[config.mk]
export PLATFORM = sky130hd
export DESIGN_NAME = seletor_aprovados
export DESIGN_NICKNAME = d
export VERILOG_FILES = /design/src/rtl/seletor_aprovados.sv
export SDC_FILE = /design/constraint.sdc
export NUM_CORES = 1
export LEC_CHECK = 0
export ABC_AREA = 1
export CAP_MARGIN = 10
export CORE_ASPECT_RATIO = 0.9
export CORE_MARGIN = 4
export CORE_UTILIZATION = 49
export CTS_BUF_LIST = sky130_fd_sc_hd__clkbuf_8 sky130_fd_sc_hd__clkbuf_16
export DETAILED_ROUTE_END_ITERATION = 10
export PLACE_DENSITY = 0.81
export SYNTH_ARGS = -nofsm -noshare
export SYNTH_HDL_FRONTEND = slang
export SYNTH_SLANG_ARGS = --single-unit
[constraint.sdc]
create_clock -name clk -period 1.9 [get_ports clk]
set_clock_uncertainty 0.1 [all_clocks]
set_input_delay 0.38 -clock clk [delete_from_list [all_inputs] [get_ports clk]]
set_output_delay 0.38 -clock clk [all_outputs]
set_load 0.01 [all_outputs]
[src/rtl/seletor_aprovados.sv]
// Picks one approved slot, logs its predecessor, queues it for expansion.
// Round-robin arbitration when SELETOR_ROUND_ROBIN_EN is defined.
module seletor_aprovados #(
  parameter int NUM_NA          = 4,
  parameter int ADDR_WIDTH      = 5,
  parameter int DISTANCIA_WIDTH = 5,
  parameter int FIFO_DEPTH      = 4
) (
  input  logic                            clk,
  input  logic                            rst,
  input  logic                            iniciar_in,
  input  logic [ADDR_WIDTH-1:0]           destino_in,
  input  logic [NUM_NA-1:0]               aa_aprovado_in,
  input  logic [ADDR_WIDTH*NUM_NA-1:0]    aa_endereco_in,
  input  logic [DISTANCIA_WIDTH*NUM_NA-1:0] aa_distancia_in,
  input  logic [ADDR_WIDTH*NUM_NA-1:0]    aa_anterior_data_in,
  input  logic                            aa_pronto_in,
  input  logic                            aa_ocupado_in,
  output logic                            sa_desativar_out,
  output logic [ADDR_WIDTH-1:0]           sa_endereco_out,
  output logic                            sa_mem_we_out,
  output logic [ADDR_WIDTH-1:0]           sa_mem_addr_out,
  output logic [ADDR_WIDTH-1:0]           sa_mem_data_out,
  output logic                            sa_valid_out,
  output logic [ADDR_WIDTH-1:0]           sa_exp_endereco_out,
  output logic [DISTANCIA_WIDTH-1:0]      sa_exp_distancia_out,
  input  logic                            expansor_ready_in,
  output logic                            sa_destino_out,
  output logic                            sa_ocupado_out
);

  localparam int IDX_W = (NUM_NA > 1) ? $clog2(NUM_NA) : 1;
  localparam int PTR_W = (FIFO_DEPTH > 1) ? $clog2(FIFO_DEPTH) : 1;
  localparam int CNT_W = $clog2(FIFO_DEPTH) + 1;
  localparam int ENT_W = ADDR_WIDTH + DISTANCIA_WIDTH;

  localparam logic [2:0] IDLE     = 3'd0;
  localparam logic [2:0] CAPTURA  = 3'd1;
  localparam logic [2:0] ESCRITA  = 3'd2;
  localparam logic [2:0] DESATIVA = 3'd3;
  localparam logic [2:0] ESPERA   = 3'd4;

  logic [2:0]                 state, state_n;
  logic [IDX_W-1:0]           sel_idx, idx_q;
  logic                       sel_ok;
  logic [ADDR_WIDTH-1:0]      addr_q;
  logic [DISTANCIA_WIDTH-1:0] dist_q;
  logic [ADDR_WIDTH-1:0]      cap_addr, cap_ant;
  logic [DISTANCIA_WIDTH-1:0] cap_dist;

  logic [ENT_W-1:0] mem [FIFO_DEPTH];
  logic [PTR_W-1:0] rd_ptr, wr_ptr;
  logic [CNT_W-1:0] cnt, cnt_n;
  logic             full, push, pop;

  assign full = (cnt == CNT_W'(FIFO_DEPTH));
  assign push = (state == ESCRITA) && !iniciar_in;
  assign pop  = sa_valid_out && expansor_ready_in && !iniciar_in;

  assign cap_addr = aa_endereco_in[ADDR_WIDTH*idx_q +: ADDR_WIDTH];
  assign cap_ant  = aa_anterior_data_in[ADDR_WIDTH*idx_q +: ADDR_WIDTH];
  assign cap_dist = aa_distancia_in[DISTANCIA_WIDTH*idx_q +: DISTANCIA_WIDTH];

`ifdef SELETOR_ROUND_ROBIN_EN
  logic [IDX_W-1:0] rr_ptr;

  always_comb begin
    sel_idx = '0;
    sel_ok  = 1'b0;
    for (int k = 0; k < NUM_NA; k++) begin
      if (!sel_ok && aa_aprovado_in[(int'(rr_ptr) + k) % NUM_NA]) begin
        sel_ok  = 1'b1;
        sel_idx = IDX_W'((int'(rr_ptr) + k) % NUM_NA);
      end
    end
  end

  always_ff @(posedge clk) begin
    if (rst) begin
      rr_ptr <= '0;
    end else if (state == IDLE && state_n == CAPTURA) begin
      rr_ptr <= (sel_idx == IDX_W'(NUM_NA - 1)) ? '0 : sel_idx + 1'b1;
    end
  end
`else
  always_comb begin
    sel_idx = '0;
    sel_ok  = |aa_aprovado_in;
    for (int k = NUM_NA - 1; k >= 0; k--) begin
      if (aa_aprovado_in[k]) sel_idx = IDX_W'(k);
    end
  end
`endif

  always_comb begin
    state_n = state;
    case (state)
      IDLE:
        if (sel_ok && aa_pronto_in && !aa_ocupado_in && !full)
          state_n = CAPTURA;
      CAPTURA:  state_n = ESCRITA;
      ESCRITA:  state_n = DESATIVA;
      DESATIVA: state_n = ESPERA;
      ESPERA:
        if (!aa_ocupado_in && !aa_aprovado_in[idx_q])
          state_n = IDLE;
      default:  state_n = IDLE;
    endcase
    if (iniciar_in) state_n = IDLE;
  end

  // Strobes are driven from state_n so they line up with their state.
  always_ff @(posedge clk) begin
    if (rst) begin
      state            <= IDLE;
      idx_q            <= '0;
      addr_q           <= '0;
      dist_q           <= '0;
      sa_ocupado_out   <= 1'b0;
      sa_mem_we_out    <= 1'b0;
      sa_desativar_out <= 1'b0;
      sa_mem_addr_out  <= '0;
      sa_mem_data_out  <= '0;
      sa_endereco_out  <= '0;
      sa_destino_out   <= 1'b0;
    end else begin
      state            <= state_n;
      sa_ocupado_out   <= (state_n != IDLE);
      sa_mem_we_out    <= (state_n == ESCRITA);
      sa_desativar_out <= (state_n == DESATIVA);
      if (state == IDLE && state_n == CAPTURA) idx_q <= sel_idx;
      if (state_n == ESCRITA) begin
        addr_q          <= cap_addr;
        dist_q          <= cap_dist;
        sa_mem_addr_out <= cap_addr;
        sa_mem_data_out <= cap_ant;
      end
      if (state_n == DESATIVA) sa_endereco_out <= addr_q;
      if (iniciar_in) sa_destino_out <= 1'b0;
      else if (state == ESCRITA && addr_q == destino_in)
        sa_destino_out <= 1'b1;
    end
  end

  always_comb begin
    cnt_n = cnt;
    case ({push, pop})
      2'b10:   cnt_n = cnt + 1'b1;
      2'b01:   cnt_n = cnt - 1'b1;
      default: cnt_n = cnt;
    endcase
  end

  always_ff @(posedge clk) begin
    if (push) mem[wr_ptr] <= {addr_q, dist_q};
  end

  // Head is kept in its own registers so the outputs stay flopped.
  always_ff @(posedge clk) begin
    if (rst || iniciar_in) begin
      rd_ptr               <= '0;
      wr_ptr               <= '0;
      cnt                  <= '0;
      sa_valid_out         <= 1'b0;
      sa_exp_endereco_out  <= '0;
      sa_exp_distancia_out <= '0;
    end else begin
      cnt          <= cnt_n;
      sa_valid_out <= (cnt_n != '0);
      if (push) wr_ptr <= wr_ptr + 1'b1;
      if (pop)  rd_ptr <= rd_ptr + 1'b1;
      if (push && (cnt == '0 || (pop && cnt == CNT_W'(1)))) begin
        sa_exp_endereco_out  <= addr_q;
        sa_exp_distancia_out <= dist_q;
      end else if (pop && cnt > CNT_W'(1)) begin
        {sa_exp_endereco_out, sa_exp_distancia_out} <= mem[rd_ptr + 1'b1];
      end
    end
  end

endmodule

==> qor.csv, run 1 <==
stage;metric;value;unit
pwr;sw power;0.000841;W
synth;Syn Area/Cell;8.01;um^2
floorplan;Initial Util;0.514;
timing;final setup fails;0;
synth;Post-Synth Adder-Cell Area;0.0296;
synth;post-synth cell types;29;
timing;hold_ws;0.366;ns
floorplan;Core Footprint;8220;um^2
drt;DR DRC count;0;
clock_tree;clock latency at the later pin of the worst-skew pair;0.36;ns
drt;Iter 0 DRT Violations;301;
timing;Hold Violations, Final;0;
drt;drt pass-1 iters;5;
worst_setup_path;crit path DAT;2.01;ns
timing;Slew Viols, Final;0;
layout;fill count;648;
hold_path;Hold EP;sa_destino_out;
timing;fmax;0.541;GHz
outcome;outcome;finished, final reports clean;
grt;largest net degree at the start of global routing;23;
floorplan;die height;96.1;um
drt;routed vias;4068;
synth;register area share after synthesis;0.507;
worst_setup_path;Worst R2R Setup Slack;0.11;ns
pwr;clock share of power;0.361;
clock_tree;TritonCTS Buffers;9;
drt;final wirelength;11200;um
timing;RSZ-0062 raised after global routing;no;
drt;via/cell ratio;5.26;
grt;initial antenna violation count;0;
synth;Mapped Area;4220;um^2
synth;multiplexer area fraction after synthesis;0.00474;
pwr;Static Leak;2.40;nW
layout;NumNets Final;739;
timing;post-route minimum period;1.85;ns
timing;Slew headroom;0.646;
pwr;PwrDens;636;nW/um^2
layout;fin util;0.701;
floorplan;# IOs;105;
pwr;Sw Share;0.229;
hold_path;cell depth of the worst hold path;2;
grt;All-Layer GR Usage;0.223;
timing;Final period util;0.972;
grt;vias in the first global route;3851;
pwr;Max VDD drop;338;uV
drt;WL/cell;14.4;um
worst_setup_path;R2R depth;11;
worst_setup_path;Critical R2R Capture;sa_valid_out;
worst_setup_path;worst-path maximum fanout;5;
job;max cap viols;0;
pwr;Comb pwr share;0.101;
clock_tree;H-tree levels;3;
clock_tree;TritonCTS clock tree;yes;
clock_tree;clk buf depth;2;
worst_setup_path;element type at the critical path start;input pin;
synth;largest family of logic cells by synthesized area;simple AND/OR/NAND/NOR gates;
grt;first-pass GRT wire length;18000;um
floorplan;die width;106;um
worst_setup_path;Worst R2R Start;state[0];
grt;GRT overflow;0;
worst_setup_path;CP Capture Type;register;
drt;Post-DRT Antenna Nets;0;
synth;synth warn;0;
clock_tree;clk root buf;clkbuf_8;
floorplan;Core Rows;31;
timing;Worst-Margin Slew;0.530;ns
pwr;Pint;0.00282;W
synth;simple logic cell fraction of the synthesized area;0.252;
hold_path;Tightest Hold Check Type;register to register;
layout;area growth from synthesis to layout;36.5;%
synth;post-synthesis compound-gate area fraction;0.119;
synth;Cells after Synth;527;
layout;layout cells sized above 1;0.103;
worst_setup_path;CP required;2.06;ns
synth;Synth Area in XOR/XNOR;0.00415;
layout;number of antenna diodes;0;
placed_design;port bufs;104;
hold_path;HP Start;sa_destino_out;
synth;Synth Register Bits;87;
clock_tree;Reg clk slew, reported paths;0.09;ns
pwr;Seq pwr share;0.538;
worst_setup_path;Setup CP Type;input pin to register;
floorplan;die footprint;10200;um^2
clock_tree;CTS sink cnt;87;
synth;Post-Syn Nets;612;
clock_tree;setup repair bufs after CTS;0;
placed_design;DP HPWL;8620;um
placed_design;Placer Congestion;0.909;
repair_timing:
| item | in CTS | in global routing |
|---|---|---|
| hold buffers | 0 | 0 |
| gates resized for setup | 0 | 2 |
| setup endpoints to repair | 0 | 3 |
metrics by stage:
| step | area [um^2] | power [W] | worst slack [ns] | setup TNS (ns) | cells |
|---|---|---|---|---|---|
| 2_1_floorplan | 4220 | 0.00215 | 0.288 | 0 | 527 |
| 3_3_place_gp | 5550 | 0.00238 | -0.160 | -3.16 | 758 |
| 3_5_place_dp | 5550 | 0.00238 | -0.289 | -5.84 | 758 |
| 4_1_cts | 5750 | 0.00368 | 0.0783 | 0 | 774 |
| 5_1_grt | 5760 | 0.00381 | 0.0136 | 0 | 774 |
| 6_report | 5760 | 0.00367 | 0.0527 | 0 | 774 |
worst max-delay path: stages:
cell	delay (ns)
clkdlybuf4s50_1	0.53
nor2_4	0.22
ha_2	0.33
inv_1	0.10
o221ai_1	0.12
nand2_1	0.09
o21ai_0	0.08
nand2_1	0.10
nand2_1	0.05
synthesized netlist by cell type, drive strengths merged:
| master | instances | area [um^2] |
|---|---|---|
| a22o | 1 | 8.76 |
| a31oi | 6 | 37.5 |
| buf | 21 | 136 |
| or2 | 2 | 12.5 |
| ha | 10 | 125 |
| a21oi | 18 | 90.1 |
| mux2i | 2 | 20.0 |
| nand3 | 57 | 290 |
| o221ai | 1 | 8.76 |
| o21ai | 60 | 300 |
| inv | 53 | 201 |
| xor2 | 1 | 8.76 |
| o22ai | 9 | 56.3 |
| xnor2 | 1 | 8.76 |
| dfxtp | 47 | 941 |
| nand4 | 3 | 18.8 |
| clkbuf | 4 | 15.0 |
| nand2 | 110 | 428 |
| edfxtp | 40 | 1200 |
| nor2 | 81 | 314 |
sequential cells by signal, summed over array words and instances, names as in the netlist:
name and count:
sa_valid_out 1, sa_mem_data_out 5, cnt 3, sa_exp_endereco_out 5, dist_q 5, mem 40
sa_endereco_out 5, wr_ptr 2, state 3, sa_destino_out 1, idx_q 2, sa_mem_we_out 1
sa_exp_distancia_out 5, sa_desativar_out 1, addr_q 5, rd_ptr 2, sa_ocupado_out 1
placed cells by master, fill, tap and decap left out, drive strengths merged:
cell,n
a21oi,18
a22o,1
a31oi,6
buf,37
bufinv,1
clkbuf,10
clkdlybuf4s50,104
clkinv,1
clkinvlp,3
dfxtp,47
edfxtp,40
ha,10
inv,54
mux2i,2
nand2,110
nand3,57
nand4,3
nor2,81
o21ai,60
o221ai,1
o22ai,9
or2,2
xnor2,1
xor2,1
cell families (layout without fill, tap and decap cells):
| kind of cell | count (synthesis) | after routing |
|---|---|---|
| AND/OR/NAND/NOR | 253 | 253 |
| AO/OA/AOI/OAI | 95 | 95 |
| flip-flops | 87 | 87 |
| buffers and inverters | 78 | 210 |
| adder cells (fa/ha/maj) | 10 | 10 |
| XOR/XNOR | 2 | 2 |
| multiplexers | 2 | 2 |
power by group through the flow:
stage / Sequential (W) / Clock [W] / Combinational [W]
final: 0.00197 / 0.00132 / 0.000369
after global routing: 0.00197 / 0.00143 / 0.000402
after CTS: 0.00197 / 0.00134 / 0.000369
after detailed placement: 0.00202 / 0 / 0.000368
after global placement: 0.00202 / 0 / 0.000362
after floorplan: 0.00202 / 0 / 0.000130
worst max-delay path by stage:
| stage | start | end | slack (ns) | cells past startpoint |
|---|---|---|---|---|
| global route | iniciar_in | sa_valid_out | 0.01 | 9 |
| detailed placement | iniciar_in | sa_valid_out | -0.29 | 10 |
| CTS | addr_q[2] | sa_mem_addr_out[2] | 0.08 | 1 |
| floorplan | state[2] | sa_valid_out | 0.29 | 11 |
| global placement | iniciar_in | sa_valid_out | -0.16 | 10 |
| finish | iniciar_in | sa_valid_out | 0.05 | 9 |
cell type report:
class / instances / area, um^2 / area share
Clock buffer: 10 / 138 / 0.0239
Clock inverter: 6 / 68.8 / 0.0119
Inverter: 53 / 201 / 0.0349
Multi-Input combinational cell: 362 / 1740 / 0.302
Sequential cell: 87 / 2140 / 0.372
Tap cell: 115 / 144 / 0.0250
Timing Repair Buffer: 141 / 1330 / 0.231
per-layer routing:
| metal | vias up | track usage | share of wire |
|---|---|---|---|
| li1 | 1992 | - | - |
| met1 | 1847 | 0.274 | 0.40 |
| met2 | 212 | 0.383 | 0.47 |
| met3 | 17 | 0.0651 | 0.12 |
| met4 | 0 | 0.0723 | 0.016 |
| met5 | - | 0 | 0 |
No activity file was read; power rests on OpenSTA's default activity.
==> inputs of run 2 (changes only) <==
--- a/config.mk
+++ b/config.mk
@@ -12,7 +12,8 @@
 export CORE_UTILIZATION = 49
 export CTS_BUF_LIST = sky130_fd_sc_hd__clkbuf_8 sky130_fd_sc_hd__clkbuf_16
 export DETAILED_ROUTE_END_ITERATION = 10
-export PLACE_DENSITY = 0.81
+export PLACE_DENSITY = 0.89
+export SKIP_CTS_REPAIR_TIMING = 1
 export SYNTH_ARGS = -nofsm -noshare
 export SYNTH_HDL_FRONTEND = slang
 export SYNTH_SLANG_ARGS = --single-unit
==> run 2 against run 1 <==
Critical path depth increased by 2. Worst hold slack got worse by 0.0069 ns. Setup slack got worse by 0.0038 ns. Wire length shrank 1.7%. Global-route usage rose by 0.34 points. Die area unchanged. Critical path type unchanged. Highest routed layer unchanged.
==> qor.csv, run 2 (same netlist as run 1, synthesis figures left out) <==
stage;metric;value;unit;change
layout;fin util;0.700;;-0.00137
timing;hold_ws;0.359;ns;-0.00693 ns
floorplan;Core Footprint;8220;um^2;unchanged
clock_tree;CTS sink cnt;87;;unchanged
layout;area growth from synthesis to layout;36.2;%;
layout;final cell count without fillers;771;;-0.39%
worst_setup_path;critical path, cell by cell;clkdlybuf4s50_1 > nand2_1 > nor2_4 > inv_1 > ha_1 > inv_1 > a21oi_1 > mux2i_1 > a21oi_1 > inv_1 > nand2_1;;
layout;most common cell after layout, fill and taps aside;nand2_1;;
drt;wire length on met3;1110;um;-16%
clock_tree;TritonCTS Buffers;9;;unchanged
placed_design;Placer Congestion;0.924;;+1.7%
worst_setup_path;Setup CP Type;input pin to register;;
floorplan;# IOs;105;;unchanged
layout;Largest Register;mem;;
layout;NumNets Final;736;;-0.41%
floorplan;Initial Util;0.514;;unchanged
clock_tree;clk root buf;clkbuf_8;;
grt;first-pass GRT wire length;18400;um;+2.2%
placed_design;placed cell count;755;;-0.40%
timing;Final period util;0.974;;+0.00199
worst_setup_path;CP Capture Type;register;;
drt;Iter 0 DRT Violations;205;;-32%
clock_tree;clk buf depth;2;;unchanged
worst_setup_path;CP required;2.05;ns;about the same
hold_path;HP Start;sa_destino_out;;
timing;Slew Viols, Final;0;;unchanged
timing;Hold Violations, Final;0;;unchanged
floorplan;Core Rows;31;;unchanged
worst_setup_path;crit path DAT;2.00;ns;about the same
timing;final setup fails;0;;unchanged
drt;DR DRC count;0;;unchanged
drt;via/cell ratio;5.18;;-1.5%
floorplan;die footprint;10200;um^2;unchanged
clock_tree;H-tree levels;3;;unchanged
drt;WL/cell;14.2;um;-1.3%
worst_setup_path;worst-path maximum fanout;5;;unchanged
clock_tree;clock latency at the later pin of the worst-skew pair;0.35;ns;about the same
worst_setup_path;CP endpoint;sa_valid_out;;
clock_tree;Reg clk slew, reported paths;0.09;ns;about the same
grt;initial antenna violation count;0;;unchanged
worst_setup_path;Worst R2R Setup Slack;0.14;ns;+0.03 ns
pwr;Static Leak;2.39;nW;-0.15%
worst_setup_path;Worst path max stage delay;0.45;ns;-0.08 ns
worst_setup_path;CP startpoint;expansor_ready_in;;
grt;GRT overflow;0;;unchanged
drt;final wirelength;11000;um;-1.7%
drt;Post-DRT Antenna Nets;0;;unchanged
drt;top sig layer;met4;;
worst_setup_path;R2R depth;10;;-1
timing;RSZ-0062 raised after global routing;no;;
timing;Worst-Margin Slew;0.438;ns;-0.0918 ns
floorplan;die width;106;um;unchanged
timing;post-route minimum period;1.85;ns;+0.00379 ns
layout;layout cells sized above 1;0.101;;-0.00258
grt;All-Layer GR Usage;0.227;;+0.00345
drt;M1 WL;4470;um;+0.72%
clock_tree;TritonCTS clock tree;yes;;
job;max cap viols;0;;unchanged
worst_setup_path;element type at the critical path start;input pin;;
hold_path;Tightest Hold Check Type;register to register;;
pwr;Max VDD drop;323;uV;-4.3%
timing;fmax;0.540;GHz;-0.20%
layout;number of antenna diodes;0;;unchanged
layout;commonest non-fill, non-tap cells in the layout;nand2_1, clkdlybuf4s50_1, nor2_1, o21ai_0, nand3_1;;
worst_setup_path;Worst R2R Start;state[2];;
worst_setup_path;CP dominant cell by count;inv_1;;
outcome;outcome;finished, final reports clean;;
floorplan;die height;96.1;um;unchanged
worst_setup_path;Critical R2R Capture;sa_valid_out;;
layout;max reg flops;40;;unchanged
timing;Slew headroom;0.707;;+0.0613
worst_setup_path;Slowest-stage cell, CP;clkdlybuf4s50_1;;
drt;routed vias;3992;;-1.9%
grt;largest net degree at the start of global routing;34;;+48%
layout;fill count;636;;-1.9%
placed_design;worst slack at placement;-0.291;ns;-0.00184 ns
placed_design;DP HPWL;8540;um;-0.91%
drt;WL met2;5150;um;-1.3%
pwr;PwrDens;617;nW/um^2;-3.0%
grt;vias in the first global route;4028;;+4.6%
timing;Setup WS post-layout;0.0489;ns;-0.00379 ns
placed_design;port bufs;104;;unchanged
drt;drt pass-1 iters;5;;unchanged
-- run 2: layout make-up --
type,count,area (um^2),area share
Timing Repair Buffer,138,1340,0.232
Clock buffer,9,124,0.0215
Inverter,53,201,0.0350
Clock inverter,7,63.8,0.0111
Multi-Input combinational cell,362,1740,0.303
Tap cell,115,144,0.0250
Sequential cell,87,2140,0.373
-- run 2: worst max-delay path: cells and delay by family --
kind | cells | cell delay, ns
buffers and inverters | 4 | 0.68
AND/OR/NAND/NOR | 3 | 0.33
adder cells (fa/ha/maj) | 1 | 0.20
AO/OA/AOI/OAI | 2 | 0.20
multiplexers | 1 | 0.20
-- run 2: worst min path at each step --
stage,cells past startpoint,slack [ns],to
global placement,2,0.34,sa_destino_out
CTS,2,0.36,sa_destino_out
detailed placement,2,0.34,sa_destino_out
finish,2,0.36,sa_destino_out
floorplan,1,0.35,sa_ocupado_out
global route,2,0.39,sa_destino_out
-- run 2: metal layers --
layer,GRT usage,up-vias
met1,0.273,1767
met4,0.0971,0
met2,0.395,214
li1,-,1988
met3,0.0516,23
met5,0,-
-- run 2: report_power, final --
group          switching (W)  leakage (nW)  total (W)  internal, W
Combinational       0.000152          1.62   0.000363     0.000211
Sequential         0.0000132         0.680    0.00197      0.00196
Clock               0.000711        0.0899    0.00121     0.000502
-- run 2: metrics by stage --
stage | cell area, um^2 | power (W) | TNS [ns]
3_5_place_dp | 5550 | 0.00238 | -4.97
4_1_cts | 5740 | 0.00356 | 0
5_1_grt | 5750 | 0.00370 | 0
2_1_floorplan | 4220 | 0.00215 | 0
3_3_place_gp | 5550 | 0.00237 | -2.27
6_report | 5750 | 0.00355 | 0
